### config.mk
export PLATFORM = sky130hd
export DESIGN_NAME = ascon_arbiter
export DESIGN_NICKNAME = d
export VERILOG_FILES = /design/src/rtl/ascon_arbiter.sv
export SDC_FILE = /design/constraint.sdc
export NUM_CORES = 1
export LEC_CHECK = 0
export CAP_MARGIN = 20
export CORE_AREA = 2 2 141 143
export CTS_BUF_LIST = sky130_fd_sc_hd__clkbuf_16
export DETAILED_ROUTE_END_ITERATION = 10
export DIE_AREA = 0 0 143 145
export PLACE_DENSITY = 0.53
export SYNTH_ARGS = -nofsm -noshare
export SYNTH_HDL_FRONTEND = slang
export SYNTH_SLANG_ARGS = --single-unit
### constraint.sdc
create_clock -name clk -period 1.2 [get_ports clk]
set_input_delay 0.12 -clock clk [delete_from_list [all_inputs] [get_ports clk]]
set_output_delay 0.12 -clock clk [all_outputs]
set_load 0.01 [all_outputs]
### src/rtl/ascon_arbiter.sv
// ascon_arbiter
// Shares one ascon_core between two clients. A client is granted the core for
// one whole operation (AEAD encrypt, AEAD decrypt or hash). Ties are broken
// round-robin at operation boundaries.
//
// Ports
//   clk, rst                 clock; asynchronous active-low reset
//   c{0,1}_key*              client key stream (valid/ready)
//   c{0,1}_bdi*              client data-in stream plus type/eot/eoi/decrypt/hash
//   c{0,1}_bdo*              client data-out stream (valid/ready) plus type/eot
//   c{0,1}_auth*             client authentication result (valid/ready)
//   core_*                   the same streams toward ascon_core, directions inverted
//   gnt                      one-hot grant, 00 while idle
//   op_done                  single-cycle pulse on the operation's final handshake
module ascon_arbiter #(
  parameter int unsigned CCW  = 32,
  parameter int unsigned CCSW = 32
) (
  input  logic            clk,
  input  logic            rst,
  // client 0
  input  logic [CCSW-1:0] c0_key,
  input  logic            c0_key_valid,
  output logic            c0_key_ready,
  input  logic [CCW-1:0]  c0_bdi,
  input  logic            c0_bdi_valid,
  output logic            c0_bdi_ready,
  input  logic [3:0]      c0_bdi_type,
  input  logic            c0_bdi_eot,
  input  logic            c0_bdi_eoi,
  input  logic            c0_decrypt,
  input  logic            c0_hash,
  output logic [CCW-1:0]  c0_bdo,
  output logic            c0_bdo_valid,
  input  logic            c0_bdo_ready,
  output logic [3:0]      c0_bdo_type,
  output logic            c0_bdo_eot,
  output logic            c0_auth,
  output logic            c0_auth_valid,
  input  logic            c0_auth_ready,
  // client 1
  input  logic [CCSW-1:0] c1_key,
  input  logic            c1_key_valid,
  output logic            c1_key_ready,
  input  logic [CCW-1:0]  c1_bdi,
  input  logic            c1_bdi_valid,
  output logic            c1_bdi_ready,
  input  logic [3:0]      c1_bdi_type,
  input  logic            c1_bdi_eot,
  input  logic            c1_bdi_eoi,
  input  logic            c1_decrypt,
  input  logic            c1_hash,
  output logic [CCW-1:0]  c1_bdo,
  output logic            c1_bdo_valid,
  input  logic            c1_bdo_ready,
  output logic [3:0]      c1_bdo_type,
  output logic            c1_bdo_eot,
  output logic            c1_auth,
  output logic            c1_auth_valid,
  input  logic            c1_auth_ready,
  // core side
  output logic [CCSW-1:0] core_key,
  output logic            core_key_valid,
  input  logic            core_key_ready,
  output logic [CCW-1:0]  core_bdi,
  output logic            core_bdi_valid,
  input  logic            core_bdi_ready,
  output logic [3:0]      core_bdi_type,
  output logic            core_bdi_eot,
  output logic            core_bdi_eoi,
  output logic            core_decrypt,
  output logic            core_hash,
  input  logic [CCW-1:0]  core_bdo,
  input  logic            core_bdo_valid,
  output logic            core_bdo_ready,
  input  logic [3:0]      core_bdo_type,
  input  logic            core_bdo_eot,
  input  logic            core_auth,
  input  logic            core_auth_valid,
  output logic            core_auth_ready,
  // status
  output logic [1:0]      gnt,
  output logic            op_done
);

  localparam logic [3:0] D_NONCE = 4'h1;
  localparam logic [3:0] D_AD    = 4'h2;
  localparam logic [3:0] D_TAG   = 4'h4;
  localparam logic [3:0] D_HASH  = 4'h5;

  typedef enum logic {IDLE, BUSY} state_t;

  state_t     r_state, w_state_next;
  logic [1:0] r_gnt, w_gnt_next;
  logic       r_last, w_last_next;
  logic       r_armed, w_armed_next;

  logic w_req0, w_req1, w_busy, w_sel1;
  logic w_bdo_ready_sel, w_auth_ready_sel;
  logic w_auth_valid_g, w_auth_ready_g, w_done;

  // An operation can only start with a key, a nonce, or the first AD word of a hash.
  assign w_req0 = c0_key_valid |
                  (c0_bdi_valid & ((c0_bdi_type == D_NONCE) | ((c0_bdi_type == D_AD) & c0_hash)));
  assign w_req1 = c1_key_valid |
                  (c1_bdi_valid & ((c1_bdi_type == D_NONCE) | ((c1_bdi_type == D_AD) & c1_hash)));

  assign w_busy = (r_state == BUSY);
  assign w_sel1 = r_gnt[1];

  assign w_bdo_ready_sel  = w_sel1 ? c1_bdo_ready  : c0_bdo_ready;
  assign w_auth_ready_sel = w_sel1 ? c1_auth_ready : c0_auth_ready;

  // The auth path opens only after the core has been seen with auth_valid low,
  // so a result left over from the previous owner never reaches the new one.
  assign w_auth_valid_g = w_busy & core_auth_valid & r_armed;
  assign w_auth_ready_g = w_busy & w_auth_ready_sel & r_armed;

  assign w_done = w_busy &
                  ((core_bdo_valid & w_bdo_ready_sel & core_bdo_eot &
                    ((core_bdo_type == D_TAG) | (core_bdo_type == D_HASH))) |
                   (w_auth_valid_g & w_auth_ready_g));

  assign op_done = w_done;
  assign gnt     = r_gnt;

  always_ff @(posedge clk or negedge rst) begin
    if (!rst) begin
      r_state <= IDLE;
      r_gnt   <= 2'b00;
      r_last  <= 1'b1;
      r_armed <= 1'b0;
    end else begin
      r_state <= w_state_next;
      r_gnt   <= w_gnt_next;
      r_last  <= w_last_next;
      r_armed <= w_armed_next;
    end
  end

  always_comb begin
    w_state_next = r_state;
    w_gnt_next   = r_gnt;
    w_last_next  = r_last;
    w_armed_next = r_armed;
    case (r_state)
      IDLE: begin
        w_armed_next = 1'b0;
        if (w_req0 && w_req1) begin
          w_gnt_next   = r_last ? 2'b01 : 2'b10;
          w_state_next = BUSY;
        end else if (w_req0) begin
          w_gnt_next   = 2'b01;
          w_state_next = BUSY;
        end else if (w_req1) begin
          w_gnt_next   = 2'b10;
          w_state_next = BUSY;
        end
      end
      BUSY: begin
        if (w_done) begin
          w_last_next  = w_sel1;
          w_gnt_next   = 2'b00;
          w_state_next = IDLE;
        end else if (!core_auth_valid) begin
          w_armed_next = 1'b1;
        end
      end
      default: begin
        w_state_next = IDLE;
        w_gnt_next   = 2'b00;
      end
    endcase
  end

  // Zero-latency steering of the granted client onto the core; everything
  // that is not owned is held at zero.
  always_comb begin
    core_key        = '0;
    core_key_valid  = 1'b0;
    core_bdi        = '0;
    core_bdi_valid  = 1'b0;
    core_bdi_type   = 4'h0;
    core_bdi_eot    = 1'b0;
    core_bdi_eoi    = 1'b0;
    core_decrypt    = 1'b0;
    core_hash       = 1'b0;
    core_bdo_ready  = 1'b0;
    core_auth_ready = 1'b0;
    c0_key_ready    = 1'b0;
    c0_bdi_ready    = 1'b0;
    c0_bdo          = '0;
    c0_bdo_valid    = 1'b0;
    c0_bdo_type     = 4'h0;
    c0_bdo_eot      = 1'b0;
    c0_auth         = 1'b0;
    c0_auth_valid   = 1'b0;
    c1_key_ready    = 1'b0;
    c1_bdi_ready    = 1'b0;
    c1_bdo          = '0;
    c1_bdo_valid    = 1'b0;
    c1_bdo_type     = 4'h0;
    c1_bdo_eot      = 1'b0;
    c1_auth         = 1'b0;
    c1_auth_valid   = 1'b0;
    if (w_busy) begin
      core_bdo_ready  = w_bdo_ready_sel;
      core_auth_ready = w_auth_ready_g;
      if (w_sel1) begin
        core_key       = c1_key;
        core_key_valid = c1_key_valid;
        core_bdi       = c1_bdi;
        core_bdi_valid = c1_bdi_valid;
        core_bdi_type  = c1_bdi_type;
        core_bdi_eot   = c1_bdi_eot;
        core_bdi_eoi   = c1_bdi_eoi;
        core_decrypt   = c1_decrypt;
        core_hash      = c1_hash;
        c1_key_ready   = core_key_ready;
        c1_bdi_ready   = core_bdi_ready;
        c1_bdo         = core_bdo;
        c1_bdo_valid   = core_bdo_valid;
        c1_bdo_type    = core_bdo_type;
        c1_bdo_eot     = core_bdo_eot;
        c1_auth_valid  = w_auth_valid_g;
        c1_auth        = w_auth_valid_g & core_auth;
      end else begin
        core_key       = c0_key;
        core_key_valid = c0_key_valid;
        core_bdi       = c0_bdi;
        core_bdi_valid = c0_bdi_valid;
        core_bdi_type  = c0_bdi_type;
        core_bdi_eot   = c0_bdi_eot;
        core_bdi_eoi   = c0_bdi_eoi;
        core_decrypt   = c0_decrypt;
        core_hash      = c0_hash;
        c0_key_ready   = core_key_ready;
        c0_bdi_ready   = core_bdi_ready;
        c0_bdo         = core_bdo;
        c0_bdo_valid   = core_bdo_valid;
        c0_bdo_type    = core_bdo_type;
        c0_bdo_eot     = core_bdo_eot;
        c0_auth_valid  = w_auth_valid_g;
        c0_auth        = w_auth_valid_g & core_auth;
      end
    end
  end

endmodule

After elaboration in Yosys (flattened, before gate mapping) --
Cells that the tools add are included.
Word-level totals: output and inout port bits 163, word-level logic and storage cells 107, input bits 196, register bits after elaboration 5
Cells by class: bitwise logic cells 21, muxes and demuxes 68, equality and inequality tests 10, reduce and logical (&&, ||, !) cells 4
Operators by type and width (count):
- 2-to-1 mux 32 bit | 8
- 2-to-1 mux 1 bit | 46
- 2-to-1 mux 4 bit | 6
- bitwise AND 1 bit | 14
- 2-to-1 mux 2 bit | 5
- == test 4 x 1 -> 1 bit (second input constant) | 2
- == test 4 x 2 -> 1 bit (second input constant) | 2
- == test 4 x 3 -> 1 bit (second input constant) | 2
- inequality test 2 bit (second input constant) | 3
- OR 1 bit | 6
- AND reduction 2 bit | 3
- inequality test 4 bit (second input constant) | 1
- one-hot mux 1 bit (2 select lines) | 2
- one-hot mux 2 bit (2 select lines) | 1
- logical AND 1 bit | 1
- inverter 1 bit | 1

Logic depth before layout (Yosys ltp) --
depth in word-level cells 9, gate-level depth with buffers 5, depth with buffers taken out 4

Worst setup path after synthesis --
No wires, ideal clock.
path kind reg2out, start point register r_gnt[1], in the netlist gnt[1], end point output port c0_bdi_ready, data required time 1080 ps, arrival time 1284 ps, slack -204 ps, path buffers 3, stages on the path, launching flop included 6, path through dfrtp_1 > buf_2 > buf_2 > nor2_1 > clkbuf_1 > and2_1
On the way: longest elaborated chain between the ends 2
Ends and longest elaborated chain:
- start, declared | RTL line 94 | logic [1:0] r_gnt, w_gnt_next;
- start signal, assigned | RTL line 135 | r_gnt <= w_gnt_next;
- 2-to-1 mux 1 bit | RTL line 209 | if (w_sel1) begin
- 2-to-1 mux 1 bit | RTL line 206 | if (w_busy) begin
- end, declared | RTL line 27 | output logic c0_bdi_ready,
Every way passes these cells.

Worst setup path in the final report --
start point register r_gnt[1], in the netlist gnt[1], end point output port core_key[9]
On the way: longest elaborated chain between the ends 2
Ends and longest elaborated chain:
- 2-to-1 mux 32 bit | RTL line 209
- 2-to-1 mux 32 bit | RTL line 206
- end, declared | RTL line 62 | output logic [CCSW-1:0] core_key,
Every way passes these cells.

==> flow_summary.ini <==
[worst_hold_path]
hold_class = primary input to async pin

[clock_tree]
clk_pin_slew_ns = 0.03
clock-root-buffer = clkbuf_16
numCtsBuffers = 3
cts_hold_buf = 0
cts.path.max_buffers = 2
htree_levels = 1
clkLatencyLatePin_ns = 0.23
cts_tree = done
cts.sink_count = 5

[yosys]
synthCells = 305
netlist_area_sq_um = 2100
synth_warnings = 0
synth_nets = 501
seq_area_frac_synth_pct = 6.02
avgSynthCellArea_sq_um = 6.89
synthDistinctLibCells = 32
synth_seq_cells = 5

[global_routing]
grt_max_degree = 38
antenna_found_initial = 1
grt_pass1_wl_mm = 21.6
grt_use_met3_pct = 3.60
overflow = 0
use_met2_pct = 25.9
use_met1_pct = 14.0
first_global_vias = 3802
grt-busiest-layer = met2
track_usage_pct = 13.4

[worst_setup_path]
critPathKind = flop to primary output
end_kind = primary output
crit_fanout = 8
cp-start-kind = flop
worstPathRequired_ns = 1.08
worst_ep_arrival_time_ns = 1.63

[timing]
fin_crit_ns = 1.75
grt_setup_unrepaired = yes
finalHoldViolations = 0
relSlewSlack_pct = 74.7
drv_slew = 0
clock.fmax_mhz = 571
whs_ns = 0.114
setup_viol = 167
fin_tns_setup_ns = -73.69
timing.final.crit_share_pct = 146
max_slew.worst_pin.slew_ns = 0.379
finClkSkew_ns = 0.00183
fin_ws_ns = -0.551

[cells_and_area]
seqCellArea_sq_um = 130
final_nets = 930
drive_gt1_share_pct = 45.7
multiInputGateArea_sq_um = 2130
syn2layout_area_growth_pct = 236
fillerInstances = 1982
diodes = 0

[die]
core-area_sq_um = 19200
start_util_pct = 10.9
row_count = 51
die_area_sq_um = 20700
fp.dieH_microns = 145
die_x_microns = 143
io_pins = 359

[route]
dr_total_vias = 3822
finalWirelength_mm = 15.2
ant_nets = 0
avgViaCountPerCell = 3.83
avgRoutedWirePerCell_microns = 15.2
drtIter0Drc = 70
drt-pass1-iter-count = 4
drc = 0

[placed_design]
port_buffers = 358
post-dp-hpwl_mm = 11.7
gp_congestion = 0.794
place_ws_ns = -0.736

[pwr]
peakVddDrop_mv = 0.601
p_leak_uw = 0.00332
power_density_nw_per_um2 = 1980

[outcome]
status = finished with violations
violations = negative setup slack

[job]
drv_cap = 0
==> synth_stat cells <==
library cell | count | area [sq um]
o21ai_1 | 2 | 10.0
nand2_1 | 3 | 11.3
buf_2 | 5 | 25.0
a2111oi_4 | 2 | 55.1
o2bb2ai_1 | 1 | 8.76
nand2b_1 | 1 | 6.26
nor2_1 | 82 | 308
buf_4 | 6 | 45.0
o21bai_1 | 1 | 7.51
nand3b_4 | 1 | 20.0
nor3_2 | 1 | 10.0
inv_2 | 1 | 3.75
and2_1 | 40 | 250
o21ai_0 | 1 | 5.00
clkbuf_1 | 19 | 71.3
nand2b_4 | 1 | 13.8
nand3b_1 | 1 | 7.51
inv_1 | 3 | 11.3
or2_1 | 1 | 6.26
o21a_1 | 1 | 7.51
or2_2 | 1 | 6.26
o32ai_1 | 2 | 17.5
o31a_1 | 1 | 8.76
dfrtp_1 | 4 | 100
nand3_1 | 1 | 5.00
dfstp_2 | 1 | 26.3
nor3_1 | 2 | 10.0
a32o_1 | 2 | 20.0
mux2i_1 | 76 | 761
buf_1 | 1 | 3.75
nand4b_1 | 1 | 8.76
and3_1 | 40 | 250
==> where the power goes <==
part           total [uW]  switching [uW]  internal [uW]  leakage (uW)
clock network         543             111            432     0.0000423
registers             345            84.7            260     0.0000557
logic               13100            5340           7750       0.00322
==> worst max-delay path, cell delays in order (launching register included) <==
cell and delay [ns]:
dfrtp_4 0.50, buf_12 0.15, buf_12 0.15, buf_16 0.16
buf_6 0.11, mux2i_1 0.13, nor2_1 0.05, buf_2 0.15
==> metrics by stage <==
| step | std cells | area [sq um] | util [%] | total power [uW] |
|---|---|---|---|---|
| global route | 998 | 7070 | 36.8 | 14800 |
| finish | 998 | 7070 | 36.8 | 14000 |
| floorplan | 305 | 2330 | - | 5450 |
| global placement | 939 | 6400 | 33.3 | 11000 |
| detailed placement | 939 | 6400 | 33.3 | 10900 |
| CTS | 982 | 6760 | 35.2 | 13000 |
==> placed cells by master (no fill, tap or decap), types with 3 or more instances in the layout <==
master / instances
and2_4: 40
and3_1: 36
and3_4: 4
buf_12: 17
buf_16: 4
buf_2: 101
buf_4: 34
buf_6: 79
buf_8: 8
clkbuf_16: 6
clkdlybuf4s15_2: 7
clkdlybuf4s50_1: 195
dfrtp_1: 3
dlygate4sd2_1: 6
inv_1: 4
mux2i_1: 67
mux2i_2: 3
mux2i_4: 6
nor2_1: 74
nor2_2: 3
nor2_4: 5
nor3_2: 3
==> state kept, by name, indices dropped and copies added (netlist names) <==
| signal | count |
|---|---|
| r_last | 1 |
| r_armed | 1 |
| gnt | 2 |
| r_state | 1 |
==> worst paths after layout <==
kind | to | depth (start not counted) | slack (ns) | startpoint
min | gnt[0] | 1 | 0.11 | rst
min in group clk | r_last | 1 | 0.51 | r_last
max reg2reg | gnt[0] | 7 | -0.46 | gnt[1]
min reg2reg | r_last | 1 | 0.51 | r_last
max | core_key[9] | 7 | -0.55 | gnt[1]
max in group asynchronous | r_last | 1 | 0.83 | rst
==> area by class of cell <==
| type | count | share of cell area, % |
|---|---|---|
| repair buffers | 455 | 62.0 |
| multi-input cells | 265 | 30.1 |
| well taps | 265 | 4.69 |
| flip-flops and latches | 5 | 1.84 |
| clock buffers | 3 | 1.06 |
| inverters | 4 | 0.212 |
| clock inverters | 1 | 0.0531 |
==> cells by family after synthesis <==
| group | count (synthesis) | synth area share [%] |
|---|---|---|
| AND/OR/NAND/NOR | 176 | 43.5 |
| multiplexers | 76 | 36.2 |
| buffers and inverters | 35 | 7.62 |
| AO/OA/AOI/OAI | 13 | 6.67 |
| flip-flops | 5 | 6.02 |
==> metal layers <==
metal  share of wire, %  up-vias
met5               0.11        -
met4                1.6        2
met3                8.0       16
met2                 53      197
met1                 38     1703
li1                   -     1904
==> what timing repair did <==
| item | in CTS | in global routing |
|---|---|---|
| pin swaps | 10 | 20 |
| resized for setup | 722 | 68 |
| gates cloned | 6 | 3 |
| buffers inserted | 33 | 17 |
| setup endpoints to repair | 168 | 167 |
Note: power is estimated with default switching activity, not from simulation.
